**src/rtl/sample_recorder.sv**
```systemverilog
// Triggered sample recorder: streams accepted audio samples to an external RAM.
// Define SAMPLE_RECORDER_TRIGGER_EN to arm on a |sample| >= THRESH trigger before recording.
module sample_recorder #(
    parameter int          ADDR_W = 15,
    parameter logic [15:0] THRESH = 16'd1024
) (
    input  logic              clk,
    input  logic              reset,
    input  logic              en,
    input  logic              go,
    input  logic              stop,
    input  logic [15:0]       sample_in,
    output logic              wr_en,
    output logic [ADDR_W-1:0] wr_addr,
    output logic [15:0]       wr_data,
    output logic              busy,
    output logic              done,
    output logic [ADDR_W:0]   length
);

    typedef enum logic [1:0] {
        S_IDLE,
        S_ARMED,
        S_RECORD,
        S_DONE
    } state_t;

`ifdef SAMPLE_RECORDER_TRIGGER_EN
    localparam state_t START = S_ARMED;
`else
    localparam state_t START = S_RECORD;
`endif

    state_t              r_state;
    logic                r_wr_en;
    logic [ADDR_W-1:0]   r_wr_addr;
    logic [15:0]         r_wr_data;
    logic                r_busy;
    logic                r_done;
    logic [ADDR_W:0]     r_length;

    logic                w_accept;
    logic                w_last;

`ifdef SAMPLE_RECORDER_TRIGGER_EN
    // Unsigned magnitude; -32768 maps cleanly to 0x8000.
    logic [15:0]         w_abs;
    assign w_abs = sample_in[15] ? (~sample_in + 16'd1) : sample_in;
`endif

    always_comb begin
        w_accept = 1'b0;
        case (r_state)
            S_RECORD: w_accept = en;
`ifdef SAMPLE_RECORDER_TRIGGER_EN
            S_ARMED:  w_accept = en && (w_abs >= THRESH);
`endif
            default:  w_accept = 1'b0;
        endcase
    end

    assign w_last = &r_length[ADDR_W-1:0];

    always_ff @(posedge clk) begin
        if (reset) begin
            r_state   <= S_IDLE;
            r_wr_en   <= 1'b0;
            r_wr_addr <= '0;
            r_wr_data <= '0;
            r_busy    <= 1'b0;
            r_done    <= 1'b0;
            r_length  <= '0;
        end else begin
            r_wr_en <= 1'b0;
            case (r_state)
                S_IDLE, S_DONE: begin
                    if (go) begin
                        r_state  <= START;
                        r_length <= '0;
                        r_busy   <= 1'b1;
                        r_done   <= 1'b0;
                    end
                end
                S_ARMED, S_RECORD: begin
                    if (w_accept) begin
                        r_wr_en   <= 1'b1;
                        r_wr_addr <= r_length[ADDR_W-1:0];
                        r_wr_data <= sample_in;
                        r_length  <= r_length + 1'b1;
                        r_state   <= S_RECORD;
                    end
                    // Final word or abort: the same-cycle sample is kept.
                    if (stop || (w_accept && w_last)) begin
                        r_state <= S_DONE;
                        r_busy  <= 1'b0;
                        r_done  <= 1'b1;
                    end
                end
                default: r_state <= S_IDLE;
            endcase
        end
    end

    assign wr_en   = r_wr_en;
    assign wr_addr = r_wr_addr;
    assign wr_data = r_wr_data;
    assign busy    = r_busy;
    assign done    = r_done;
    assign length  = r_length;

endmodule

```
**config.mk**
```make
export PLATFORM = sky130hd
export DESIGN_NAME = sample_recorder
export DESIGN_NICKNAME = d
export VERILOG_FILES = /design/src/rtl/sample_recorder.sv
export SDC_FILE = /design/constraint.sdc
export NUM_CORES = 1
export LEC_CHECK = 0
export BUFFER_PORTS_ARGS = -buffer_cell sky130_fd_sc_hd__buf_2
export CAP_MARGIN = 20
export CORE_UTILIZATION = 49
export DETAILED_ROUTE_END_ITERATION = 16
export GPL_TIMING_DRIVEN = 0
export PLACE_DENSITY = 0.78
export SLEW_MARGIN = 20
export SYNTH_ARGS = -nofsm -noshare
export SYNTH_HDL_FRONTEND = slang
export SYNTH_SLANG_ARGS = --single-unit
```
**constraint.sdc**
```tcl
create_clock -name clk -period 2.24 [get_ports clk]
set_input_delay 0.224 -clock clk [delete_from_list [all_inputs] [get_ports clk]]
set_output_delay 0.224 -clock clk [all_outputs]
set_load 0.005 [all_outputs]
```
==> impl_metrics.csv, run 1 <==
group,metric,value,unit
worst_setup_path,worstPathRequired,2480,ps
worst_setup_path,critPathMaxFanout,9,
placement,pre_cts_ws,305.8,ps
worst_setup_path,worst_ep_arrival_time,2190,ps
yosys,yosysWarnings,0,
timing,max_freq,511.2,MHz
global_routing,antenna_found_initial,0,
run,cap_violations,0,
placement,io_buffer_count,69,
clock_network,clock_latency,290,ps
placement,hpwl,3255,um
timing,finalMaxSlewViolations,0,
drt,drc,0,
clock_network,htree_levels,2,
power,combinationalPowerShare,13.1,%
yosys,synth_cell_types,37,
clock_network,clk_pin_slew,90,ps
yosys,yosysTopAreaCell,"dfxtp_1",
power,vdd_drop_max,0.4365,mV
timing,worst_hold_slack,157.9,ps
yosys,ys.flop_type,"dfxtp_1",
yosys,synth_edf_count,0,
floorplan,die_h,67.09,um
timing,fin_tns_setup,0,ps
worst_setup_path,worstSetupPathType,"reg -> reg",
worst_setup_path,reg2reg_to,"length[10]",
clock_network,cts_tree,"done",
yosys,synth.top_cells.by_area,"dfxtp_1 (50%), nand2_1 (13%), a21oi_1 (10%), nor2_1 (2.7%), nand3_1 (1.9%)",
timing,min_period_over_period,87.34,%
clock_network,post-cts-setup-buffer-count,0,
yosys,avgSynthCellArea,8.172,um2
floorplan,fp.dieW,67.09,um
clock_network,clockBufferDepth,2,
layout,antenna_cells,0,
worst_setup_path,startpoint_type,"register",
worst_setup_path,r2r_start,"r_state[0]",
yosys,synth_nets,277,
worst_setup_path,r2r_setup_slack,280,ps
worst_setup_path,r2r_cells,6,
power,p_seq_share,55.2,%
global_routing,grt_use_total,21.01,%
power,clockPowerShare,31.7,%
global_routing,grt_first_pass_wirelength,7314,um
timing,final_hold_viol_count,0,
drt,ant_nets,0,
timing,tightest_slew,498.7,ps
floorplan,ios,71,
clock_network,ctsRootBufferMaster,"clkbuf_8",
timing,slew_headroom,66.75,%
global_routing,grt_overflow,0,
timing,period_needed,1956,ps
yosys,seq_area_frac_synth,50.15,%
power,powerDensity,682.8,nW/um2
yosys,synth_common_cells,"nand2_1 (74), dfxtp_1 (52), a21oi_1 (43)",
worst_hold_path,worstHoldPathType,"in -> reg",
drt,via_count,1990,
drt,wl_per_cell,12.15,um
layout,area_growth,24.29,%
yosys,synth_most_common_cell,"nand2_1",
floorplan,die-area,4500,um2
drt,wl,4616,um
drt,viasPerCell,5.237,
power,leakage,1.104,nW
timing,skew,7.925,ps
clock_network,clock_sinks,52,
floorplan,design.core.area,4029,um2
layout,regArea,1041,um2
timing,setup_ws,283.7,ps
clock_network,cts_inserted_buffers,5,
yosys,async_reset_ff_share,0,%
outcome,status,"finished clean",
layout,multi_input_area,965.9,um2
power,power_switching,0.0004447,W
floorplan,rows,23,
yosys,syn_area,2076,um2
timing,rsz0062_at_grt,"false",
layout,drive_above_1_share,26.06,%
layout,fin_nets,353,
worst_hold_path,holdPathStages,3,
placement,gp_congestion,0.7362,
yosys,synthCells,254,
drt,drt-initial-drc-count,127,
worst_hold_path,min-delay-start,"sample_in[9]",
power,p_sw_share,25.25,%
clock_network,cts-resized-gates,0,
global_routing,first_global_vias,1607,
worst_hold_path,worstHoldEndpoint,"wr_data[9]",
yosys,yosysTopAreaCellShare,50.15,%
clock_network,ctsHoldBuffers,0,
layout,nFillCells,371,
global_routing,grt_max_degree,15,
timing,setup_viol,0,
power,p_int,0.001317,W
floorplan,start_util,51.52,%
drt,first_pass_iters,4,
worst_setup_path,end_kind,"register",
yosys,ys_ff_latch,52,
worst max path at each step:
| stage | depth (start not counted) | end | from | slack, ps |
|---|---|---|---|---|
| after floorplan | 6 | length[10] | r_state[0] | 480 |
| final | 6 | length[10] | r_state[0] | 280 |
| after detailed placement | 6 | length[10] | r_state[0] | 310 |
| after CTS | 6 | length[10] | r_state[0] | 280 |
| after global placement | 6 | length[10] | r_state[0] | 340 |
| after global routing | 6 | length[10] | r_state[0] | 90 |
cell type report:
type / instances / share of cell area [%]
repair buffers: 69 / 13.39
inverters: 2 / 0.2910
well taps: 50 / 2.425
clock buffers: 7 / 3.734
multi-input cells: 185 / 37.44
plain buffers: 15 / 2.376
flip-flops and latches: 52 / 40.35
cell usage in the layout (no fill, tap or decap), drive strengths merged, types with 3 or more instances in the layout:
master	netlist	final
nand2	74	74
a31oi	3	3
dfxtp	52	52
o21ai	6	6
clkbuf	9	16
and2	4	4
nand4	3	3
a21oi	43	43
nor2	15	15
buf	6	75
nand3	9	9
cell families (layout without fill, tap and decap cells):
kind of cell | Yosys count | count (layout) | share of synthesized area, %
simple gates | 121 | 121 | 28.33
compound gates | 60 | 60 | 15.97
flops | 52 | 52 | 50.15
buf+inv | 17 | 93 | 3.315
fa+ha+maj | 2 | 2 | 1.205
mux | 2 | 2 | 1.025
power by group through the flow:
stage               Sequential [W]  Clock (W)  Combinational, W
finish                    0.000972   0.000558          0.000232
global route              0.000977   0.000605          0.000264
CTS                       0.000972   0.000564          0.000234
detailed placement        0.000994          0          0.000233
global placement          0.000993          0          0.000231
floorplan                 0.000996          0          0.000146
worst max-delay path: stages (launching register included):
cell and delay, ps:
dfxtp_1 340, inv_1 40, ha_1 330, nand3b_4 240
nor4_4 510, mux2_1 360, nor2_1 70
per-layer routing:
metal  global-route usage [%]  share of wire (%)  vias to the layer above
met3                    3.938                4.5                        6
li1                         -                  -                     1020
met2                    31.75                 47                       56
met4                    7.181                1.4                        0
met5                        0                  0                        -
met1                    29.49                 47                      908
through the flow:
stage | instance area (um2) | cells | power (W) | util (%)
after CTS | 2580 | 380 | 0.001770 | 64.04
after detailed placement | 2484 | 373 | 0.001227 | 61.65
after global placement | 2484 | 373 | 0.001224 | 61.65
after floorplan | 2076 | 254 | 0.001141 | -
final | 2580 | 380 | 0.001762 | 64.04
after global routing | 2580 | 380 | 0.001845 | 64.04
state kept, by name (all words and copies together), names as in the netlist:
signal / cells
r_state: 2
length: 16
done: 1
wr_data: 16
busy: 1
wr_en: 1
wr_addr: 15
Note: power is estimated with default switching activity, not from simulation.
==> inputs of run 2 (changes only) <==
--- a/config.mk
+++ b/config.mk
@@ -5,12 +5,12 @@
 export SDC_FILE = /design/constraint.sdc
 export NUM_CORES = 1
 export LEC_CHECK = 0
-export BUFFER_PORTS_ARGS = -buffer_cell sky130_fd_sc_hd__buf_2
 export CAP_MARGIN = 20
-export CORE_UTILIZATION = 49
+export CORE_UTILIZATION = 61
 export DETAILED_ROUTE_END_ITERATION = 16
+export DONT_BUFFER_PORTS = 1
 export GPL_TIMING_DRIVEN = 0
-export PLACE_DENSITY = 0.78
+export PLACE_DENSITY = 0.77
 export SLEW_MARGIN = 20
 export SYNTH_ARGS = -nofsm -noshare
 export SYNTH_HDL_FRONTEND = slang
==> run 2 against run 1 <==
Net effect:
- die area fell by 19%
- highest routed layer unchanged
- via count is 9.3% lower
- critical path depth unchanged
- cell count down 15%
- fmax is 0.76% higher
- hold slack lost 59 ps
- critical endpoint unchanged
- largest power group unchanged
==> impl_metrics.csv, run 2 (synthesized netlist as in run 1, its figures left out) <==
group,metric,value,unit
power,leakage,0.8172,nW
drt,wl,4531,um
worst_setup_path,critical_path_buf_inv_count,1,
power,combinationalPowerShare,12.2,%
worst_setup_path,cpLargestDelayFamily,"simple AND/OR/NAND/NOR gates",
power,powerDensity,737.9,nW/um2
worst_setup_path,r2r_cells,6,
worst_setup_path,end_kind,"register",
power,p_sw_share,25.87,%
timing,tightest_slew,496.9,ps
drt,ant_nets,0,
floorplan,die-area,3640,um2
power,clockPowerShare,32.0,%
worst_hold_path,worstHoldPathType,"in -> reg",
placement,gp_congestion,0.7900,
clock_network,clock_latency,380,ps
clock_network,htree_levels,2,
drt,wl_per_cell,14.07,um
drt,via_count,1804,
worst_setup_path,slowest_delay,480,ps
power,vdd_drop_max,0.6463,mV
global_routing,antenna_found_initial,0,
worst_setup_path,startpoint_type,"register",
layout,area_growth,14.71,%
global_routing,grt_first_pass_wirelength,6962,um
worst_setup_path,worstSetupPathType,"reg -> reg",
timing,setup_viol,0,
global_routing,grt_max_degree,17,
power,p_int,0.001302,W
layout,multi_input_area,965.9,um2
worst_setup_path,path_cells,"inv_1 -> ha_1 -> nand3b_4 -> nor4_4 -> mux2_1 -> nor2_1",
layout,nFillCells,236,
timing,rsz0062_at_grt,"false",
layout,regArea,1041,um2
worst_setup_path,worstPathRequired,2550,ps
layout,final_util,76.12,%
placement,hpwl,2909,um
timing,skew,20.63,ps
layout,most-common-layout-cells,"nand2_1 (74), dfxtp_1 (52), a21oi_1 (43)",
layout,fin_nets,300,
placement,io_buffer_count,0,
drt,viasPerCell,5.602,
clock_network,clock_sinks,52,
clock_network,clk_pin_slew,160,ps
clock_network,cts-resized-gates,0,
clock_network,cts_tree,"done",
worst_setup_path,worst-path-stages,6,
layout,antenna_cells,0,
floorplan,die_h,60.34,um
clock_network,cts_inserted_buffers,5,
drt,drc,0,
floorplan,start_util,66.36,%
clock_network,ctsRootBufferMaster,"clkbuf_4",
floorplan,fp.dieW,60.34,um
worst_setup_path,cp_slowest_cell,"nor4_4",
timing,period_needed,1942,ps
global_routing,grt_use_total,26.23,%
timing,finalMaxSlewViolations,0,
timing,fin_tns_setup,0,ps
floorplan,design.core.area,3128,um2
power,power_switching,0.0004545,W
floorplan,rows,20,
global_routing,first_global_vias,1541,
floorplan,ios,71,
worst_setup_path,critPathMaxFanout,9,
layout,drive_above_1_share,6.475,%
timing,slew_headroom,66.87,%
clock_network,clockBufferDepth,2,
layout,layout_commonest_cell,"nand2_1",
outcome,status,"finished clean",
drt,first_pass_iters,4,
run,cap_violations,0,
power,p_seq_share,55.8,%
timing,max_freq,515.0,MHz
timing,final_hold_viol_count,0,
worst_setup_path,worst_ep_arrival_time,2250,ps
drt,drt-initial-drc-count,129,
timing,min_period_over_period,86.68,%
global_routing,grt_overflow,0,
worst_hold_path,holdPathStages,2,
[run 2: power by group through the flow]
stage | Sequential (W) | Combinational [W] | Clock [W]
4_1_cts | 0.000981 | 0.000211 | 0.000569
3_5_place_dp | 0.00100 | 0.000189 | 0
5_1_grt | 0.000986 | 0.000239 | 0.000604
6_report | 0.000981 | 0.000214 | 0.000562
3_3_place_gp | 0.00100 | 0.000185 | 0
2_1_floorplan | 0.000996 | 0.000146 | 0
[run 2: metal layers]
layer | GRT usage [%] | up-vias | wire, um
li1 | - | 918 | -
met1 | 34.72 | 821 | 2012
met2 | 39.72 | 60 | 2131
met3 | 8.529 | 5 | 326
met4 | 10.30 | 0 | 61
met5 | 0 | - | 0
[run 2: area by class of cell]
type / instances / area share, %
clock inverter: 2 / 1.629
sequential: 52 / 43.72
tap: 44 / 2.312
multi-input combinational: 185 / 40.57
buffer: 15 / 2.575
clock buffer: 6 / 2.154
inverter: 2 / 0.3153
timing repair buffer: 16 / 6.726
[run 2: repair_timing]
action / CTS / global route
hold buffers: 16 / 0
setup buffers: 0 / 0
endpoints found under the hold margin: 16 / 0
[run 2: worst paths after layout]
check                                 from  slack, ps    endpoint
worst min register to register  wr_addr[5]        480  wr_addr[5]
worst min-delay path                  stop        100        done
worst max register to register  r_state[0]        300  length[10]
worst max-delay path            r_state[0]        300  length[10]
[run 2: stage by stage]
step	instances	setup WS, ps	total power, W	hold WS [ps]	cell area [um2]
2_1_floorplan	254	479.2	0.001141	360.0	2076
3_3_place_gp	298	341.8	0.001185	361.8	2131
3_5_place_dp	298	325.4	0.001190	366.5	2131
4_1_cts	322	289.2	0.001761	78.44	2381
5_1_grt	322	164.0	0.001828	74.96	2381
6_report	322	298.4	0.001757	98.50	2381
==> inputs of run 3 (changes only) <==
--- a/config.mk
+++ b/config.mk
@@ -11,6 +11,7 @@
 export DONT_BUFFER_PORTS = 1
 export GPL_TIMING_DRIVEN = 0
 export PLACE_DENSITY = 0.77
+export RECOVER_POWER = 50
 export SLEW_MARGIN = 20
 export SYNTH_ARGS = -nofsm -noshare
 export SYNTH_HDL_FRONTEND = slang
==> run 3 against run 2 <==
Net effect:
- via count increased by 0.11%
- routed wire length down 0.26%
- sequential cell count is the same
- critical path type unchanged
- largest cell class unchanged
==> impl_metrics.csv, run 3 (synthesized netlist as in run 1, its figures left out) <==
group,metric,value,unit
outcome,status,"finished clean",
clock_network,ctsRootBufferMaster,"clkbuf_4",
worst_setup_path,r2r_start,"r_state[0]",
drt,wl,4519,um
drt,wl_per_cell,14.03,um
power,power_switching,0.0004568,W
clock_network,clk_pin_slew,160,ps
drt,drt-initial-drc-count,137,
global_routing,grt_max_degree,17,
clock_network,cts_tree,"done",
layout,drive_above_1_share,6.115,%
global_routing,grt_overflow,0,
layout,layout_commonest_cell,"nand2_1",
clock_network,clock_sinks,52,
floorplan,die_h,60.34,um
placement,hpwl,2909,um
timing,skew,22.42,ps
clock_network,ctsHoldBuffers,16,
floorplan,rows,20,
global_routing,grt_first_pass_wirelength,6962,um
layout,most-common-layout-cells,"nand2_1 (74), dfxtp_1 (52), a21oi_1 (43)",
power,vdd_drop_max,0.6490,mV
worst_setup_path,r2r_cells,6,
global_routing,antenna_found_initial,0,
timing,rsz0062_at_grt,"false",
worst_setup_path,worstPathRequired,2550,ps
worst_setup_path,startpoint_type,"register",
worst_setup_path,worst_ep_arrival_time,2250,ps
timing,tightest_slew,476.1,ps
worst_setup_path,cp_slowest_cell,"nor4_4",
drt,viasPerCell,5.609,
drt,via_count,1806,
timing,fin_tns_setup,0,ps
layout,fin_nets,300,
worst_hold_path,holdPathStages,2,
timing,setup_viol,0,
worst_setup_path,r2r_setup_slack,300,ps
worst_setup_path,end_kind,"register",
layout,area_growth,14.65,%
clock_network,clockBufferDepth,2,
clock_network,cts_inserted_buffers,5,
worst_hold_path,worstHoldEndpoint,"done",
power,combinationalPowerShare,12.1,%
timing,period_needed,1939,ps
clock_network,clock_latency,380,ps
worst_setup_path,slowest_delay,480,ps
power,p_int,0.001302,W
clock_network,htree_levels,2,
worst_setup_path,critPathMaxFanout,9,
layout,final_util,76.08,%
worst_hold_path,worstHoldPathType,"in -> reg",
floorplan,die-area,3640,um2
timing,final_hold_viol_count,0,
run,cap_violations,0,
layout,nFillCells,236,
placement,io_buffer_count,0,
clock_network,post-cts-setup-buffer-count,0,
floorplan,design.core.area,3128,um2
global_routing,grt_use_total,26.23,%
global_routing,first_global_vias,1541,
floorplan,ios,71,
drt,ant_nets,0,
floorplan,fp.dieW,60.34,um
power,powerDensity,739.0,nW/um2
timing,max_freq,515.8,MHz
floorplan,start_util,66.36,%
power,p_sw_share,25.97,%
worst_setup_path,worstSetupPathType,"reg -> reg",
worst_setup_path,reg2reg_to,"length[10]",
layout,antenna_cells,0,
timing,slew_headroom,68.00,%
power,leakage,0.8159,nW
worst_setup_path,path_cells,"inv_1 -> ha_1 -> nand3b_4 -> nor4_4 -> mux2_1 -> nor2_1",
power,p_seq_share,55.8,%
timing,min_period_over_period,86.55,%
clock_network,cts-resized-gates,0,
power,clockPowerShare,32.1,%
placement,gp_congestion,0.7900,
drt,first_pass_iters,4,
drt,drc,0,
worst_hold_path,min-delay-start,"stop",
timing,finalMaxSlewViolations,0,
[run 3: cell count changes in the layout (fill, tap and decap cells not counted)]
cell,previous run,this run
buf_2,1,0
clkbuf_1,9,10
[run 3: final cells by class]
cell class                 instances  area [um2]  share of cell area, %
sequential                        52        1041                  43.74
multi-input combinational        185       965.9                  40.59
timing repair buffer              16       160.2                  6.730
buffer                            15       60.06                  2.524
tap                               44       55.05                  2.313
clock buffer                       6       51.30                  2.156
clock inverter                     2       38.79                  1.630
inverter                           2       7.507                 0.3155
[run 3: metal layers]
layer	part of all wire (%)	GRT usage (%)	vias up
li1	-	-	916
met1	45	34.72	827
met2	47	39.72	58
met3	6.5	8.529	5
met4	1.3	10.30	0
met5	0	0	-
[run 3: power groups by stage]
stage | Combinational [W] | Clock, W | Sequential (W)
after floorplan | 0.000146 | 0 | 0.000996
after global placement | 0.000185 | 0 | 0.00100
after detailed placement | 0.000189 | 0 | 0.00100
after CTS | 0.000211 | 0.000569 | 0.000981
after global routing | 0.000239 | 0.000604 | 0.000986
final | 0.000213 | 0.000565 | 0.000981
[run 3: stage by stage]
stage	instance area, um2	instances	hold slack (ps)	setup WS (ps)	power (W)
after floorplan	2076	254	360.0	479.2	0.001141
after global placement	2131	298	361.8	341.8	0.001185
after detailed placement	2131	298	366.5	325.4	0.001190
after CTS	2381	322	78.44	289.2	0.001761
after global routing	2380	322	74.96	162.3	0.001828
final	2380	322	93.15	301.4	0.001759
[run 3: worst max path at each step]
| stage | from | endpoint | slack (ps) | cells past startpoint |
|---|---|---|---|---|
| 2_1_floorplan | r_state[0] | length[10] | 480 | 6 |
| 5_1_grt | r_state[0] | length[15] | 160 | 6 |
| 3_3_place_gp | r_state[0] | length[10] | 340 | 6 |
| 3_5_place_dp | r_state[0] | length[10] | 330 | 6 |
| 4_1_cts | r_state[0] | length[10] | 290 | 6 |
| 6_report | r_state[0] | length[10] | 300 | 6 |
[run 3: worst max-delay path: cells and delay by family, from the launching register on]
family,cells,cell delay (ps)
and+or+nand+nor,3,800
muxes,1,360
DFF,1,350
adders and majority gates,1,340
buffers and inverters,1,40
